### src/rtl/conc_stim_sequencer.sv
// Replays a small opcode memory onto line1/line2/obs, once or looped, one opcode per clock.
// Optional pass counter output is enabled with `define CONC_PASS_COUNT_EN.
module conc_stim_sequencer #(
  parameter int OP_W  = 3,
  parameter int DEPTH = 10,
  parameter int AW    = 4,
  parameter int PC_W  = 32
) (
  input  logic            clock,
  input  logic            reset,
  input  logic            load_en,
  input  logic [AW-1:0]   load_addr,
  input  logic [OP_W-1:0] load_data,
  input  logic            start,
  input  logic            stop,
  input  logic            loop_en,
  output logic            line1,
  output logic            line2,
  output logic            obs,
  output logic            stim_valid,
  output logic            busy,
  output logic            done,
`ifdef CONC_PASS_COUNT_EN
  output logic [15:0]     pass_cnt,
`endif
  output logic [PC_W-1:0] step_cnt
);

  typedef enum logic [1:0] {IDLE, RUN, DONE} state_t;

  state_t          state;
  logic [AW-1:0]   ptr;
  logic            at_end;
  logic [OP_W-1:0] mem [DEPTH];

  logic            wr_en;
  logic            ptr_last;
  logic [OP_W-1:0] rd_op;

  // Widen before comparing so DEPTH == 2**AW still bounds correctly.
  assign wr_en    = load_en && (state != RUN) &&
                    ({1'b0, load_addr} < (AW+1)'(DEPTH));
  assign ptr_last = (ptr == AW'(DEPTH - 1));
  assign rd_op    = mem[ptr];

  // Memory needs a reset clear, so it is kept in flops rather than block RAM.
  always_ff @(posedge clock or negedge reset) begin
    if (!reset) begin
      for (int i = 0; i < DEPTH; i++) begin
        mem[i] <= '0;
      end
    end else if (wr_en) begin
      mem[load_addr] <= load_data;
    end
  end

  always_ff @(posedge clock or negedge reset) begin
    if (!reset) begin
      state      <= IDLE;
      ptr        <= '0;
      at_end     <= 1'b0;
      line1      <= 1'b0;
      line2      <= 1'b0;
      obs        <= 1'b0;
      stim_valid <= 1'b0;
      busy       <= 1'b0;
      done       <= 1'b0;
      step_cnt   <= '0;
`ifdef CONC_PASS_COUNT_EN
      pass_cnt   <= '0;
`endif
    end else begin
      case (state)
        IDLE: begin
          if (start) begin
            state    <= RUN;
            busy     <= 1'b1;
            ptr      <= '0;
            at_end   <= 1'b0;
            step_cnt <= '0;
`ifdef CONC_PASS_COUNT_EN
            pass_cnt <= '0;
`endif
          end
        end

        RUN: begin
          if (stop) begin
            state      <= IDLE;
            busy       <= 1'b0;
            at_end     <= 1'b0;
            line1      <= 1'b0;
            line2      <= 1'b0;
            obs        <= 1'b0;
            stim_valid <= 1'b0;
          end else if (at_end && !loop_en) begin
            state      <= DONE;
            busy       <= 1'b0;
            done       <= 1'b1;
            at_end     <= 1'b0;
            line1      <= 1'b0;
            line2      <= 1'b0;
            obs        <= 1'b0;
            stim_valid <= 1'b0;
`ifdef CONC_PASS_COUNT_EN
            if (pass_cnt != 16'hFFFF) pass_cnt <= pass_cnt + 16'd1;
`endif
          end else begin
            // at_end with loop_en lands here: ptr already wrapped to 0.
            line1      <= rd_op[0];
            line2      <= rd_op[1];
            obs        <= rd_op[2];
            stim_valid <= 1'b1;
            step_cnt   <= step_cnt + 1'b1;
            ptr        <= ptr_last ? '0 : ptr + 1'b1;
            at_end     <= ptr_last;
`ifdef CONC_PASS_COUNT_EN
            if (at_end && pass_cnt != 16'hFFFF) pass_cnt <= pass_cnt + 16'd1;
`endif
          end
        end

        DONE: begin
          if (stop) begin
            state <= IDLE;
            done  <= 1'b0;
          end else if (start) begin
            state    <= RUN;
            busy     <= 1'b1;
            done     <= 1'b0;
            ptr      <= '0;
            at_end   <= 1'b0;
            step_cnt <= '0;
`ifdef CONC_PASS_COUNT_EN
            pass_cnt <= '0;
`endif
          end
        end

        default: begin
          state <= IDLE;
          busy  <= 1'b0;
          done  <= 1'b0;
        end
      endcase
    end
  end

endmodule

### config.mk
export PLATFORM = sky130hd
export DESIGN_NAME = conc_stim_sequencer
export DESIGN_NICKNAME = d
export VERILOG_FILES = /design/src/rtl/conc_stim_sequencer.sv
export SDC_FILE = /design/constraint.sdc
export NUM_CORES = 1
export LEC_CHECK = 0
export BUFFER_PORTS_ARGS = -buffer_cell sky130_fd_sc_hd__buf_2
export CORE_UTILIZATION = 54
export CTS_BUF_LIST = sky130_fd_sc_hd__clkbuf_8
export DETAILED_ROUTE_END_ITERATION = 6
export GPL_ROUTABILITY_DRIVEN = 0
export PLACE_DENSITY = 0.83
export SYNTH_ARGS = -nofsm -noshare
export SYNTH_HDL_FRONTEND = slang
export SYNTH_SLANG_ARGS = --single-unit
### constraint.sdc
create_clock -name clock -period 2.1 [get_ports clock]
set_clock_uncertainty 0.15 [all_clocks]
set_input_delay 0 -clock clock [delete_from_list [all_inputs] [get_ports clock]]
set_output_delay 0 -clock clock [all_outputs]
set_load 0.02 [all_outputs]
[Word level (Yosys, flattened, before mapping)]
Index checks and enable logic that the tools add are counted.
Word-level totals
  output and inout port bits: 38
  bits in registers: 75
  word-level logic and storage cells: 95
Operators by class
  add/sub/neg operators: 2
  order comparisons: 4
  reductions and logical operators: 11
  equality and inequality tests: 10
  muxes and demuxes: 45
  bitwise logic cells: 3
Operator list (number)
  two-way mux 32 bit: 4
  one-hot mux 32 bit (3 select lines): 1
  adder 32 x 1 -> 32 bit, second input constant: 1
  bitwise mux 30 bit: 1
  two-way mux 1 bit: 20
  two-way mux 4 bit: 5
  binary-select mux 3 bit (select 4 bit): 1
  demux 3 bit (select 4 bit): 1
  one-hot mux 4 bit (3 select lines): 1
  greater-or-equal comparator 5 bit, second input constant: 2
  inverter 4 -> 5 bit: 2
  two-way mux 3 bit: 3
  one-hot mux 1 bit (3 select lines): 3
  two-way mux 2 bit: 4
  inequality test 2 bit, second input constant: 4
  AND reduction 4 bit: 2
  inequality test 3 bit, second input constant: 2
  one-hot mux 2 bit (3 select lines): 1
  less-than comparator 5 x 1 -> 1 bit, second input constant: 1
  adder 4 x 1 -> 4 bit, second input constant: 1
  == test 4 bit, second input constant: 1
  logical AND 1 bit: 4
  less-than comparator 4 bit, second input constant: 1
  AND reduction 2 bit: 2
  other kinds (7): 7

[Depth between registers and ports, before layout]
  depth in word-level cells: 6
  gate-level depth with buffers: 7

[Worst setup path after synthesis]
Ideal clock, no wire load.
  path type: register -> register
  start point: register state[0]
  end point: register mem[18] (netlist bit)
  data arrival time: 1749 ps
  stages on the path, launching flop included: 6
  required time: 1825 ps
  slack: 76 ps
  library setup time: 125 ps
  cells stage by stage: dfrtp_1 > buf_2 > nor2b_1 > or4b_1 > nor2_1 > mux2_2
On the way
  cells in the longest elaborated chain, start to end: 3
Ends and longest elaborated chain
  start: declaration: line 31  | state_t state;
  start signal: assignment: line 59  | state <= IDLE;
  start signal: assignment: line 76  | state <= RUN;
  start signal: assignment: line 89  | state <= IDLE;
  inequality test 2 x 1 -> 1 bit: line 41  | assign wr_en = load_en && (state != RUN) &&
  logical AND 1 bit (2 in series): line 41
  end signal: indexed assignment: line 53  | mem[load_addr] <= load_data;
  end: declaration: line 34  | logic [OP_W-1:0] mem [DEPTH];
No other way between the ends.
A chain may end at the register's enable or synchronous reset.

[Worst setup path after layout]
  start point: register state[0]
  end point: register mem[22] (netlist bit)
The elaborated chain is that of the path after synthesis.

==> impl_metrics.json <==
{
  "status": "finished, final reports clean",
  "grt_pass1_wl_um": 14770,
  "synth_area_per_cell_um2": 10.86,
  "insertedDiodeCount": 0,
  "vias": 3128,
  "grt_overflow_total": 0,
  "min_period_over_period_pct": 98.06,
  "die_y_um": 86.48,
  "r2r-end": "mem[22]$_DFFE_PN0P_",
  "cts_buffer_depth": 2,
  "ys_types": 47,
  "synth_area_leaders": "dfrtp_1 (49%), mux2_2 (8.8%), mux2i_1 (3.9%), nand2_1 (3.8%), mux4_2 (3.5%)",
  "grt_pass1_vias": 3100,
  "grt_max_degree": 38,
  "fin_ws_ns": 0.04079,
  "cpPeakStageDelay_ns": 0.63,
  "via_per_inst": 5.913,
  "synth_mux_area_share_pct": 16.17,
  "worstMarginPinSlew_ns": 0.6253,
  "startpoint": "state[0]$_DFFE_PN0P_",
  "grt_use_total_pct": 25.75,
  "cp.arrival_ns": 2.15,
  "synth_adder_area_share_pct": 0.9740,
  "powerDensity_nw_per_um2": 824.5,
  "ys_ff_latch": 75,
  "end_kind": "flip-flop",
  "leakage_nw": 2.087,
  "worst-r2r-cell-count": 4,
  "relSlewSlack_pct": 58.31,
  "yosysSeqAreaShare_pct": 48.70,
  "crit_type": "flip-flop to flip-flop",
  "hold_path_class": "input pin to async pin",
  "drc": 0,
  "cp_top_family": "simple AND/OR/NAND/NOR gates",
  "cts_inserted_buffers": 9,
  "setup_viol": 0,
  "cap_violations": 0,
  "drive_above_1_share_pct": 30.95,
  "io_pins": 51,
  "first_pass_iters": 4,
  "syn_area_um2": 3854,
  "yosys_warnings": 0,
  "maxSlewViolCount": 0,
  "fp.dieArea_um2": 7478,
  "synth_edf_count": 0,
  "antenna_found_initial": 0,
  "areaGrowthSynthToFinish_pct": 20.36,
  "rsz0062_at_grt": "no",
  "synth_top_cell_by_area": "dfrtp_1",
  "synthTopCellsByCount": "dfrtp_1 (75), nand2_1 (39), mux2_2 (30), mux2i_1 (15), nor2_1 (15)",
  "final.setup.tns_ns": 0,
  "port_buffers": 50,
  "cp_cell_sequence": "nor2b_1 -> or4b_1 -> nor2_1 -> mux2_2",
  "period_needed_ns": 2.059,
  "layout.nets": 444,
  "drtIter0Drc": 192,
  "r2r_setup_slack_ns": 0.04,
  "cp-start-kind": "flip-flop",
  "core-area_um2": 6832,
  "async_flop_share_pct": 100.0,
  "dp.final_hpwl_um": 6044,
  "path_clk_slew_ns": 0.08,
  "post-place-ws_ns": 0.05772,
  "syn_nets": 371,
  "wl_per_cell_um": 16.62,
  "die_w_um": 86.48,
  "start_util_pct": 56.41,
  "yosys.area_share.xor_xnor_pct": 1.136,
  "synth_top_area_share_pct": 48.70,
  "clk_latency_ns": 0.35,
  "synth_simple_gate_area_share_pct": 21.43,
  "synth_compound_area_share_pct": 8.929,
  "r2r-start": "state[0]$_DFFE_PN0P_",
  "htreeDepth": 3,
  "cts_root_buf": "clkbuf_8",
  "drtAntennaViolNets": 0,
  "cts_tree": "built",
  "wirelength_um": 8793,
  "critPathBufInv": 0,
  "ir_drop_mv": 0.5098,
  "max_freq_mhz": 485.6,
  "cp_max_fo": 4,
  "synth_most_common_cell": "dfrtp_1",
  "finalHoldViolations": 0,
  "postSynthCellCount": 355,
  "crit_path_top_delay_cell": "or4b_1",
  "synth_top_family_by_area": "simple AND/OR/NAND/NOR gates",
  "cts_sinks": 75,
  "synth_flop_cell": "dfrtp_1",
  "row_count": 30,
  "critPathRequiredTime_ns": 2.19
}
-- flip-flops by register name (all words and copies together) (netlist names) --
register and flops:
done 1, at_end 1, line1 1, line2 1, mem 30, stim_valid 1
obs 1, step_cnt 32, state 2, busy 1, ptr 4
-- where the power goes --
group	leakage [nW]	switching, W	internal, W	total [W]
clock network	0.0950	0.000553	0.000544	0.00110
logic	1.00	0.000456	0.000442	0.000898
registers	0.992	0.000166	0.00166	0.00183
total	2.09	0.00117	0.00265	0.00382
-- cell type report --
| cell class | count | area (µm²) |
|---|---|---|
| clock buffer | 9 | 123.9 |
| clock inverter | 7 | 68.82 |
| fill | 538 | 2193 |
| inverter | 7 | 26.28 |
| multi-input combinational | 255 | 1896 |
| sequential | 75 | 1878 |
| tap | 96 | 120.1 |
| timing repair buffer | 80 | 525.5 |
-- repair_timing --
item                                    4_1_cts  5_1_grt
endpoints found under the setup margin        0       17
hold endpoints to repair                     90        0
buffers inserted                              0        0
resized for setup                             0        6
hold buffers                                 10        0
-- cells in the final DEF, fill, tap and decap left out, types with 3 or more instances in the layout --
cell / instances
or3_1: 3
nand2b_1: 14
a21oi_1: 13
ha_1: 3
buf_4: 18
and4_1: 4
nand3_1: 12
dlygate4sd3_1: 10
nor2b_1: 3
and3_1: 5
buf_2: 50
dfrtp_1: 74
o41ai_1: 3
o21ai_0: 9
mux2i_1: 15
mux2_2: 30
nor3_1: 5
or4_1: 13
nand2_1: 39
mux4_2: 6
nor4_1: 8
xnor2_1: 4
nand4_1: 7
nor2_1: 13
o221ai_1: 3
clkbuf_8: 9
inv_1: 7
o31ai_1: 12
and2_1: 4
clkinv_2: 3
-- per-stage QoR --
stage / hold slack, ns / area, µm² / total power (W) / std cells / utilization, %
after floorplan: -0.4456 / 3854 / 0.002403 / 355 / -
after global placement: -0.09854 / 4323 / 0.002681 / 503 / 63.28
after detailed placement: -0.1044 / 4323 / 0.002731 / 503 / 63.28
after CTS: 0.03636 / 4616 / 0.003841 / 529 / 67.56
after global routing: 0.04250 / 4638 / 0.004005 / 529 / 67.89
final: 0.04608 / 4638 / 0.003824 / 529 / 67.89
-- routing by layer --
| metal | routed length [µm] | vias up | global-route usage [%] |
|---|---|---|---|
| met5 | 0 | - | 0 |
| met4 | 173 | 0 | 11.06 |
| met3 | 336 | 15 | 3.810 |
| met2 | 4371 | 83 | 43.65 |
| met1 | 3911 | 1557 | 33.10 |
| li1 | - | 1473 | - |
-- kinds of logic after synthesis --
group | after synthesis
AO/OA/AOI/OAI | 51
buffers and inverters | 25
flip-flops | 75
adder cells (fa/ha/maj) | 3
multiplexers | 51
XOR/XNOR | 5
AND/OR/NAND/NOR | 145
-- worst max-delay path by stage --
stage / end / slack (ns) / depth (start not counted)
global placement: mem[18]$_DFFE_PN0P_ / 0.12 / 4
global route: mem[22]$_DFFE_PN0P_ / 0.005 / 4
detailed placement: mem[18]$_DFFE_PN0P_ / 0.06 / 4
floorplan: mem[18]$_DFFE_PN0P_ / 0.08 / 5
finish: mem[22]$_DFFE_PN0P_ / 0.04 / 4
CTS: step_cnt[29]$_DFFE_PN0P_ / 0.02 / 4
(Power assumes the default switching activity.)
